<file path="src/rtl/memory_arbiter.sv">
// memory_arbiter
//   Shares one single-port synchronous Memory (1-cycle read latency, strobe
//   qualified) between port A (CPU, high priority) and port B (debug/DMA).
//   A wins contention unless B has already lost STARVE_LIMIT consecutive
//   cycles. In that case B is forced through for one access.
//
// Ports
//   clk, reset                     clock, synchronous active-high reset
//   reqX/addrX/wdataX/weX          requester X access (X = A, B)
//   grantX                         comb: access issued to memory this cycle
//   doneX                          pulses the cycle after grantX
//   rdataX                         memory dataOut while doneX, else last value
//   mem_addr/dataIn/write/strobe   to Memory
//   mem_dataOut                    from Memory
module memory_arbiter #(
  parameter int addrBusWidth = 8,
  parameter int STARVE_LIMIT = 3
) (
  input  logic                    clk,
  input  logic                    reset,
  input  logic                    reqA,
  input  logic [addrBusWidth-1:0] addrA,
  input  logic [7:0]              wdataA,
  input  logic                    weA,
  output logic                    grantA,
  output logic                    doneA,
  output logic [7:0]              rdataA,
  input  logic                    reqB,
  input  logic [addrBusWidth-1:0] addrB,
  input  logic [7:0]              wdataB,
  input  logic                    weB,
  output logic                    grantB,
  output logic                    doneB,
  output logic [7:0]              rdataB,
  output logic [addrBusWidth-1:0] mem_addr,
  output logic [7:0]              mem_dataIn,
  output logic                    mem_write,
  output logic                    mem_strobe,
  input  logic [7:0]              mem_dataOut
);

  localparam logic [7:0] LIMIT = 8'(STARVE_LIMIT);

  typedef enum logic [1:0] {OWN_NONE, OWN_A, OWN_B} owner_t;

  owner_t     owner, owner_nxt;
  logic [7:0] starveCnt, starveCnt_nxt;
  logic [7:0] rdataA_q, rdataB_q;
  logic       starved;

  assign starved = (starveCnt == LIMIT);

  // Arbitration. Reset masks both grants so no access reaches memory.
  always_comb begin
    grantA = 1'b0;
    grantB = 1'b0;
    if (!reset) begin
      if (reqA && reqB) begin
        grantA = !starved;
        grantB = starved;
      end else begin
        grantA = reqA;
        grantB = reqB;
      end
    end
  end

  // Address/data follow B only when B is granted; idle cycles show A's
  // values, which Memory ignores because strobe is low.
  assign mem_addr   = grantB ? addrB  : addrA;
  assign mem_dataIn = grantB ? wdataB : wdataA;
  assign mem_write  = (grantA & weA) | (grantB & weB);
  assign mem_strobe = grantA | grantB;

  always_comb begin
    owner_nxt = OWN_NONE;
    if (grantA)      owner_nxt = OWN_A;
    else if (grantB) owner_nxt = OWN_B;
  end

  // Counts B's consecutive losses; any B grant or B going idle clears it.
  always_comb begin
    starveCnt_nxt = starveCnt;
    if (grantB || !reqB)
      starveCnt_nxt = 8'd0;
    else if (grantA && !starved)
      starveCnt_nxt = starveCnt + 8'd1;
  end

  always_ff @(posedge clk) begin
    if (reset) begin
      owner     <= OWN_NONE;
      starveCnt <= 8'd0;
      rdataA_q  <= 8'd0;
      rdataB_q  <= 8'd0;
    end else begin
      owner     <= owner_nxt;
      starveCnt <= starveCnt_nxt;
      if (doneA) rdataA_q <= mem_dataOut;
      if (doneB) rdataB_q <= mem_dataOut;
    end
  end

  // Masking with reset kills a done that is pending when reset arrives the
  // cycle after the grant. The owner register would otherwise still show it.
  assign doneA  = (owner == OWN_A) && !reset;
  assign doneB  = (owner == OWN_B) && !reset;
  assign rdataA = doneA ? mem_dataOut : rdataA_q;
  assign rdataB = doneB ? mem_dataOut : rdataB_q;

endmodule

</file>
<file path="config.mk">
export PLATFORM = sky130hd
export DESIGN_NAME = memory_arbiter
export DESIGN_NICKNAME = d
export VERILOG_FILES = /design/src/rtl/memory_arbiter.sv
export SDC_FILE = /design/constraint.sdc
export NUM_CORES = 1
export LEC_CHECK = 0
export ABC_AREA = 1
export BUFFER_PORTS_ARGS = -buffer_cell sky130_fd_sc_hd__buf_2
export CORE_ASPECT_RATIO = 1.1
export CORE_UTILIZATION = 40
export DETAILED_ROUTE_END_ITERATION = 8
export PLACE_DENSITY = 0.76
export SLEW_MARGIN = 30
export SYNTH_ARGS = -nofsm -noshare
export SYNTH_HDL_FRONTEND = slang
export SYNTH_SLANG_ARGS = --single-unit
</file>
<file path="constraint.sdc">
create_clock -name clk -period 1.5 [get_ports clk]
set_input_delay 0.15 -clock clk [delete_from_list [all_inputs] [get_ports clk]]
set_output_delay 0.15 -clock clk [all_outputs]
set_load 0.02 [all_outputs]
</file>
==> impl_metrics.yaml <==
cells_and_area:
  area_growth_pct: 83.5
  layout-drive-gt1-share_pct: 59.4
  fin_nets: 400
  diodes: 0
  stdcell_count: 400
grt:
  track_usage_pct: 26.2
  grt.overflow.total: 0
  grt_pass1_wl_um: 7960
  antenna_found_initial: 0
  grt_max_degree: 19
  grt_pass1_vias: 1788
critical_path:
  arrival_ps: 1780
  critPathKind: "flop to primary output"
  cp-start-kind: "flop"
  cp-end-kind: "primary output"
  regToRegSetupSlack_ps: -50
  path_max_fanout: 18
  required_ps: 1350
outcome:
  status: "finished, violations left"
  violations: "setup timing"
sta:
  post-route-min-period_ps: 1930
  finalSetupViolCount: 41
  drv_slew: 0
  worstMarginPinSlew_ps: 385
  max-slew-margin-rel_pct: 74.3
  finClkSkew_ps: 3.41
  timing.fmax_mhz: 519
  hold_violations: 0
  finalCritPeriodShare_pct: 129
  rsz0062_at_grt: "true"
  setup_ws_ps: -428
  fin_tns_setup_ps: -10320
clocking:
  cts_root_buf: "clkbuf_4"
  cts_sinks: 26
  ctsHtreeMaxLevel: 1
  clk_pin_slew_ps: 140
  clkLatencyLatePin_ps: 320
  cts_buffer_depth: 2
  cts_tree: "yes"
  cts_buffers: 3
floorplan:
  die_y_um: 66.3
  row_count: 22
  pin_count: 84
  die-area_um2: 4000
  die_w_um: 60.4
  initial_core_util_pct: 43.3
  core-area_um2: 3470
synth:
  synth_area_leaders: "dfxtp_1, nand2_1, inv_1"
  ys_seq_elements: 26
  yosysTopAreaCellShare_pct: 34.7
  synth_fp_nets: 276
  postSynthAreaPerCell_um2: 6.56
  syn_area_um2: 1500
  yosys.area.top_type: "dfxtp_1"
  seq_area_frac_synth_pct: 34.7
  synthCells: 229
  ys_types: 28
  yosys_warnings: 0
route:
  vias_per_cell: 4.96
  antenna_left: 0
  first_pass_iters: 4
  drt-total-wl_um: 5800
  wl_per_cell_um: 14.5
  drtIter0Drc: 88
  vias: 1982
  drc_errors: 0
placement:
  dp_hpwl_um: 2900
  placedCellCount: 369
  routabilityCongestion: 0.925
  portBuffers: 83
flow_run:
  max-cap-violations: 0
pwr:
  leakage_nw: 1.41
  power.density_nw_per_um2: 617
  vdd.ir_drop.worst_uv: 349
min_path:
  min_path_type: "input pin to flop"
## path summary, 6_finish.rpt
check / from / to / cells after the start
hold / removal: mem_dataOut[5] / rdataA_q[5] / 3
hold reg to reg: rdataA_q[5] / rdataA_q[5] / 3
setup reg to reg: starveCnt[7] / starveCnt[4] / 10
setup / recovery: starveCnt[7] / mem_dataIn[4] / 10
## timing repair
item,CTS,global route
gates resized for setup,97,43
endpoints found under the setup margin,36,46
hold buffers,0,0
gates cloned,3,0
pin swaps,2,11
setup buffers,19,6
## per-stage QoR
step | hold WS (ps) | util (%) | cell area (µm²) | power (mW) | setup slack (ps)
after floorplan | 301 | - | 1540 | 0.981 | -13.3
after global placement | 437 | 60.7 | 2100 | 1.14 | 12.6
after detailed placement | 432 | 60.7 | 2100 | 1.15 | -10.3
after CTS | 87.8 | 74.5 | 2580 | 1.63 | -370
after global routing | 97.8 | 79.4 | 2760 | 1.78 | -533
final | 98.7 | 79.4 | 2760 | 1.70 | -428
## synthesized netlist by cell type (all sizes together)
| cell type | n |
|---|---|
| o21ai | 13 |
| ha | 1 |
| clkbuf | 1 |
| nand4 | 6 |
| nand2 | 64 |
| a211oi | 8 |
| o2111ai | 2 |
| buf | 5 |
| or2 | 16 |
| dfxtp | 26 |
| nor3 | 2 |
| a21oi | 11 |
| nor2 | 20 |
| inv | 46 |
| xor2 | 1 |
| nand3 | 6 |
| o21bai | 1 |
## flip-flops by register name, indices dropped and copies added, names as in the netlist
signal and count:
rdataA_q 8, rdataB_q 8, starveCnt 8, owner 2
## worst max-delay path, stage by stage (launching register included)
cell,delay (ps)
dfxtp_1,350
nor2_2,180
nand2_4,70
nor2_4,120
nand2_2,80
nand2_2,80
nand3_4,120
buf_12,180
nand2_1,70
nand2_2,50
buf_4,150
## where the power goes
part / leakage (nW) / internal, mW / switching [mW] / total [mW]
combinational: 1.18 / 0.292 / 0.324 / 0.616
clock: 0.0210 / 0.148 / 0.209 / 0.357
sequential: 0.214 / 0.714 / 0.0118 / 0.726
total: 1.41 / 1.15 / 0.545 / 1.70
## layout by cell type (no fill, tap or decap), types with 2 or more instances in the layout
| cell | count |
|---|---|
| inv_1 | 29 |
| nand3_1 | 3 |
| buf_12 | 2 |
| clkbuf_4 | 3 |
| nor2_2 | 3 |
| nand2_1 | 51 |
| inv_4 | 5 |
| a211oi_1 | 6 |
| a211oi_2 | 2 |
| a21oi_1 | 2 |
| o21ai_0 | 2 |
| buf_2 | 55 |
| dfxtp_2 | 5 |
| inv_2 | 11 |
| o21ai_4 | 3 |
| buf_4 | 40 |
| a21oi_2 | 8 |
| nor2_1 | 15 |
| o2111ai_1 | 2 |
| nand4_1 | 6 |
| buf_6 | 25 |
| or2_2 | 2 |
| or2_4 | 14 |
| dfxtp_1 | 21 |
| nand2_2 | 12 |
| nand3_4 | 2 |
| nor2_4 | 2 |
| o21ai_1 | 3 |
| buf_16 | 2 |
| o21ai_2 | 5 |
## kinds of logic (layout without fill, tap and decap cells)
| logic type | after synthesis | after routing | share of synthesized area, % |
|---|---|---|---|
| flops | 26 | 26 | 34.7 |
| xor+xnor | 1 | 1 | 0.583 |
| simple gates | 114 | 114 | 35.1 |
| fa+ha+maj | 1 | 1 | 0.833 |
| compound gates | 35 | 35 | 14.0 |
| buf+inv | 52 | 175 | 14.8 |
## per-layer routing
metal	routed length, µm	vias up	global-route usage (%)
met1	2170	908	28.4
met4	217	0	9.38
li1	-	961	-
met5	0	-	0
met3	377	22	4.31
met2	3030	91	49.5
## layout make-up
class | instances | area [µm²]
Clock buffer | 4 | 36.3
Fill cell | 234 | 713
Inverter | 46 | 193
Multi-Input combinational cell | 151 | 972
Sequential cell | 26 | 527
Tap cell | 48 | 60.1
Timing Repair Buffer | 125 | 967
(Power assumes the default switching activity.)
